--- config.mk ---
export PLATFORM = sky130hd
export DESIGN_NAME = seq_divider
export DESIGN_NICKNAME = d
export VERILOG_FILES = /design/src/rtl/seq_div_pkg.sv /design/src/rtl/seq_divider_div_step.sv /design/src/rtl/seq_divider.sv
export SDC_FILE = /design/constraint.sdc
export NUM_CORES = 1
export LEC_CHECK = 0
export ABC_AREA = 1
export CAP_MARGIN = 15
export CORE_ASPECT_RATIO = 1.4
export CORE_MARGIN = 5
export CORE_UTILIZATION = 52
export DETAILED_ROUTE_END_ITERATION = 6
export PLACE_DENSITY = 0.79
export SLEW_MARGIN = 20
export SYNTH_ARGS = -nofsm -noshare
export SYNTH_HDL_FRONTEND = slang
export SYNTH_SLANG_ARGS = --single-unit
export TNS_END_PERCENT = 100
--- constraint.sdc ---
create_clock -name clk -period 1.9 [get_ports clk]
set_input_delay 0.38 -clock clk [delete_from_list [all_inputs] [get_ports clk]]
set_output_delay 0.38 -clock clk [all_outputs]
set_load 0.005 [all_outputs]
--- src/rtl/seq_div_pkg.sv ---
// seq_div_pkg: shared definitions for the iterative restoring divider.
//   SEQ_DIV_DVD_W : default dividend / quotient width (also the step count)
//   SEQ_DIV_DVS_W : default divisor / remainder width
//   SEQ_DIV_CNT_W : step counter width for the default dividend width
//   state_t       : controller states, visible to checkers through the
//                   top module's internal 'state' signal
package seq_div_pkg;

    localparam int SEQ_DIV_DVD_W = 8;
    localparam int SEQ_DIV_DVS_W = 4;
    localparam int SEQ_DIV_CNT_W = $clog2(SEQ_DIV_DVD_W);

    typedef enum logic [1:0] {
        IDLE = 2'd0,
        RUN  = 2'd1,
        DONE = 2'd2
    } state_t;

endpackage

--- src/rtl/seq_divider_div_step.sv ---
// div_step: one combinational restoring-division step.
// Ports:
//   part_rem : in  partial remainder (DVS_W+1 bits)
//   dvd_bit  : in  next dividend bit, shifted in at the LSB
//   divisor  : in  divisor
//   next_rem : out partial remainder after the step
//   q_bit    : out quotient bit produced by the step
module div_step #(
    parameter int DVS_W = 4
) (
    input  logic [DVS_W:0]   part_rem,
    input  logic             dvd_bit,
    input  logic [DVS_W-1:0] divisor,
    output logic [DVS_W:0]   next_rem,
    output logic             q_bit
);

    logic [DVS_W+1:0] shifted;
    logic [DVS_W+1:0] dvs_ext;

    // With a nonzero divisor the partial remainder stays below the divisor,
    // so dropping the top bit of either branch loses nothing. With a zero
    // divisor the value just accumulates the dividend's low bits, which is
    // exactly the defined remainder for that case.
    always_comb begin
        shifted  = {part_rem, dvd_bit};
        dvs_ext  = {2'b00, divisor};
        q_bit    = (shifted >= dvs_ext);
        next_rem = q_bit ? (DVS_W+1)'(shifted - dvs_ext) : (DVS_W+1)'(shifted);
    end

endmodule

--- src/rtl/seq_divider.sv ---
// seq_divider: iterative unsigned restoring divider, one quotient bit per clock.
// Optional feature macro: SEQ_DIV_ZERO_FAST_EN (zero divisor completes in one
// cycle and is flagged on div_zero).
// Ports:
//   clk, rst_n : clock, asynchronous active-low reset
//   start      : request, sampled only while ready=1
//   dividend   : DVD_W-bit dividend, captured on the accepting edge
//   divisor    : DVS_W-bit divisor, captured on the accepting edge
//   ready      : request can be accepted this cycle (from state only)
//   done       : one-cycle completion pulse, results valid from then on
//   quotient   : DVD_W-bit result, held until the next completion
//   remainder  : DVS_W-bit result, held until the next completion
//   div_zero   : (macro builds only) last completed divisor was zero
// Handshake: a request is accepted on any rising edge where start=1 and
// ready=1 (IDLE or DONE); start is ignored while ready=0, and operand changes
// after the accepting edge have no effect.
module seq_divider
    import seq_div_pkg::*;
#(
    parameter int DVD_W = SEQ_DIV_DVD_W,
    parameter int DVS_W = SEQ_DIV_DVS_W
) (
    input  logic             clk,
    input  logic             rst_n,
    input  logic             start,
    input  logic [DVD_W-1:0] dividend,
    input  logic [DVS_W-1:0] divisor,
    output logic             ready,
    output logic             done,
    output logic [DVD_W-1:0] quotient,
    output logic [DVS_W-1:0] remainder
`ifdef SEQ_DIV_ZERO_FAST_EN
    ,
    output logic             div_zero
`endif
);

    localparam int CNT_W = (DVD_W > 1) ? $clog2(DVD_W) : 1;
    localparam logic [CNT_W-1:0] LAST = CNT_W'(DVD_W - 1);

    state_t           state;
    state_t           state_next;
    logic [CNT_W-1:0] cnt;
    // Dividend bits leave at the MSB while quotient bits enter at the LSB,
    // so after DVD_W steps this register holds the quotient.
    logic [DVD_W-1:0] dvd_q;
    logic [DVS_W-1:0] dvs_q;
    logic [DVS_W:0]   part_rem;
    logic [DVS_W:0]   next_rem;
    logic             q_bit;
    logic             accept;
    logic             zero_fast;

    div_step #(.DVS_W(DVS_W)) u_step (
        .part_rem (part_rem),
        .dvd_bit  (dvd_q[DVD_W-1]),
        .divisor  (dvs_q),
        .next_rem (next_rem),
        .q_bit    (q_bit)
    );

    assign accept = start && ready;

`ifdef SEQ_DIV_ZERO_FAST_EN
    assign zero_fast = (divisor == '0);
`else
    assign zero_fast = 1'b0;
`endif

    always_ff @(posedge clk or negedge rst_n) begin
        if (!rst_n) begin
            state <= IDLE;
        end else begin
            state <= state_next;
        end
    end

    always_comb begin
        state_next = state;
        ready      = 1'b1;
        done       = 1'b0;
        case (state)
            IDLE: begin
                if (start) state_next = zero_fast ? DONE : RUN;
            end
            RUN: begin
                ready = 1'b0;
                if (cnt == LAST) state_next = DONE;
            end
            DONE: begin
                done = 1'b1;
                if (start) state_next = zero_fast ? DONE : RUN;
                else       state_next = IDLE;
            end
            default: state_next = IDLE;
        endcase
    end

    always_ff @(posedge clk or negedge rst_n) begin
        if (!rst_n) begin
            cnt       <= '0;
            dvd_q     <= '0;
            dvs_q     <= '0;
            part_rem  <= '0;
            quotient  <= '0;
            remainder <= '0;
`ifdef SEQ_DIV_ZERO_FAST_EN
            div_zero  <= 1'b0;
`endif
        end else if (accept) begin
            dvd_q    <= dividend;
            dvs_q    <= divisor;
            part_rem <= '0;
            cnt      <= '0;
`ifdef SEQ_DIV_ZERO_FAST_EN
            if (zero_fast) begin
                quotient  <= '1;
                remainder <= dividend[DVS_W-1:0];
                div_zero  <= 1'b1;
            end
`endif
        end else if (state == RUN) begin
            dvd_q    <= {dvd_q[DVD_W-2:0], q_bit};
            part_rem <= next_rem;
            cnt      <= cnt + 1'b1;
            if (cnt == LAST) begin
                quotient  <= {dvd_q[DVD_W-2:0], q_bit};
                remainder <= next_rem[DVS_W-1:0];
`ifdef SEQ_DIV_ZERO_FAST_EN
                // RUN is only entered with a nonzero divisor in this build.
                div_zero  <= 1'b0;
`endif
            end
        end
    end

endmodule
==> out/results.ini <==
[cells_and_area]
fin_area_mm2 = 0.002066
fin_util_pct = 66.79
fill_cells = 245
multi_input_area_um2 = 670.6
area_growth_pct = 24.70
fin_nets = 242
drive_gt1_share_pct = 12.22
layout_common_cells = nand2_1, dfrtp_1, clkdlybuf4s50_1
seqCellArea_um2 = 850.8
layout_commonest_cell = nand2_1
num_antenna_cells = 0
post_layout_nonfiller_instances = 260

[global_route]
grt_overflow = 0
grt_max_degree = 35
grt_use_total_pct = 18.80
grt_pass1_wl_mm = 6.423
grt_pass1_vias = 1397
antenna_found_initial = 0

[power_and_ir_drop]
combPwrFrac_pct = 54.0
clkPwrFrac_pct = 13.6
vdd_drop_max_mv = 1.383
power_density_mw_per_mm2 = 1914
leakagePower_nw = 1.027
intPower_mw = 2.289
switching_power_mw = 1.665
seq_power_share_pct = 32.4
switching_share_pct = 42.11

[floorplan]
die_h_um = 76.79
dieArea_mm2 = 0.004430
start_util_pct = 53.56
ios = 29
num_rows = 24
die_w_um = 57.70
core_area_mm2 = 0.003093

[synthesis]
synth_top_family_by_area = simple AND/OR/NAND/NOR gates
postSynthCellCount = 185
synth_simple_gate_area_share_pct = 24.85
synth_nets = 207
synth_area_mm2 = 0.001657
seq_area_frac_synth_pct = 51.36
ys_ff_latch = 34
yosys_warnings = 0
synthXorXnorAreaFrac_pct = 0.5287
synth_cell_types = 25
muxShareOfSynthArea_pct = 0
syn_avg_cell_area_um2 = 8.955
synth_compound_area_share_pct = 9.366
synth_fa_ha_area_share_pct = 5.740

[sta]
fin_skew_ps = 5.723
tns_ps = 0
relSlewSlack_pct = 71.51
slew_viol_final = 0
finalSetupViolCount = 0
worstMarginPinSlew_ps = 427.4
rsz0062_at_grt = false
fin_crit_sh_pct = 93.14
fmax_ghz = 0.5651
period_minus_slack_ps = 1770
hold_violations = 0

[clocking]
clockRootBuffer = clkbuf_8
cts_setup_buffers = 0
cts.sinks = 34
ctsHoldBuffers = 0
cts-buffers-inserted = 5
cts_resized = 0
cts_tree = built
htreeDepth = 2
clockBufferDepth = 2
clock_latency_ps = 280
path_clk_slew_ps = 70

[critical_path]
r2r_end = part_rem[2]
reg2regPathDepth = 10
reg2reg_from = dvd_q[7]
cp_num_cells = 10
endpoint = part_rem[2]
cp_cell_sequence = inv_1 > ha_1 > inv_1 > fa_1 > nand3_2 > nand3_4 > nand2_2 > nand2_2 > nand2_1 > nand2_1
r2r_slack_ps = 130
crit_fanout = 7
worst_path_largest_cell_delay_ps = 430
critPathRequiredTime_ps = 2070
critPathArrivalTime_ps = 1940
cpLargestDelayFamily = simple AND/OR/NAND/NOR gates
crit_buf_inv = 2
critical_path_class = register to register
slowest_stage = fa_1
worstSetupEndpointType = register
worst_setup_path_start_kind = register
worstSetupStartpoint = dvd_q[7]

[outcome]
outcome = completed

[placement]
port_buffers = 28
dp_cells = 252
place_area_mm2 = 0.001974
globalplace.congestion = 0.8106
place_hpwl_mm = 2.807

[flow_run]
max-cap-violations = 0

[min_path]
worst_hold_path_type = register to register

[routing]
wire_per_inst_um = 14.24
dr.first_iter.drc_count = 66
vias = 1377
ant_nets = 0
wl_mm = 3.703
drc_errors = 0
post_drt_via_cell_ratio = 5.296
first_pass_iters = 4

-- synthesized netlist by cell type (all sizes together) --
library cell  number  area, um^2
a21oi              2       10.01
a22o               2       17.52
buf                4       41.29
clkinv             1       3.750
dfrtp             34       850.8
fa                 1       20.02
ha                 6       75.07
inv               24       90.09
nand2             70       285.3
nand3              9       62.56
nand4              4       25.02
nor2               7       38.78
o211ai             3       22.52
o21ai             11       55.05
o221ai             5       43.79
o22ai              1       6.260
xor2               1       8.760
-- through the flow --
step | hold WS (ps) | total power [mW] | setup WS (ps)
2_1_floorplan | 84.41 | 2.720 | 309.0
3_3_place_gp | 460.6 | 3.279 | 238.9
3_5_place_dp | 467.1 | 3.424 | 159.6
4_1_cts | 484.5 | 3.981 | 140.9
5_1_grt | 500.8 | 4.317 | 21.18
6_report | 485.0 | 3.953 | 130.4
-- layer usage --
metal | wire length, um | track usage, % | part of all wire (%) | up-vias
li1 | - | - | - | 663
met1 | 1446 | 21.81 | 39 | 667
met2 | 1975 | 31.67 | 53 | 40
met3 | 201 | 4.874 | 5.4 | 7
met4 | 80 | 8.585 | 2.2 | 0
met5 | 0 | 0 | 0 | -
-- worst register-to-register path, cell delays in order, from the launching register on --
cell     delay (ps)
dfrtp_1         360
inv_1            90
ha_1            140
inv_1            60
fa_1            430
nand3_2         170
nand3_4         140
nand2_2          90
nand2_2          60
nand2_1          70
nand2_1          50
-- worst min path at each step --
stage,start,to,slack (ps),cells after the start
floorplan,rst_n,cnt[0],80,0
global placement,cnt[0],cnt[0],460,1
detailed placement,quotient[2],quotient[2],470,2
CTS,quotient[2],quotient[2],480,2
global route,quotient[2],quotient[2],500,2
finish,quotient[2],quotient[2],490,2
-- final cells by class --
cell class	instances	area share, %
multi-input combinational	122	32.47
clock inverter	1	0.2423
inverter	25	4.543
timing repair buffer	32	15.02
tap	39	2.362
clock buffer	7	4.179
sequential	34	41.19
-- flip-flops by register name, indices dropped and copies added (netlist names) --
register	cells
cnt	3
quotient	8
state	2
part_rem	5
dvd_q	8
remainder	4
dvs_q	4
-- cells by family after synthesis --
family                     Yosys count
xor gates and xnor gates             1
buffers and inverters               29
AOI/OAI and AO/OA                   24
adders and majority gates            7
DFF                                 34
and+or+nand+nor                     90
-- power groups by stage --
stage / clock, mW / sequential (mW) / combinational [mW]
after floorplan: 0 / 1.26 / 1.46
after global placement: 0 / 1.27 / 2.01
after detailed placement: 0 / 1.28 / 2.14
after CTS: 0.551 / 1.28 / 2.15
after global routing: 0.587 / 1.32 / 2.41
final: 0.536 / 1.28 / 2.14
Power figures use the tool's default switching activity.
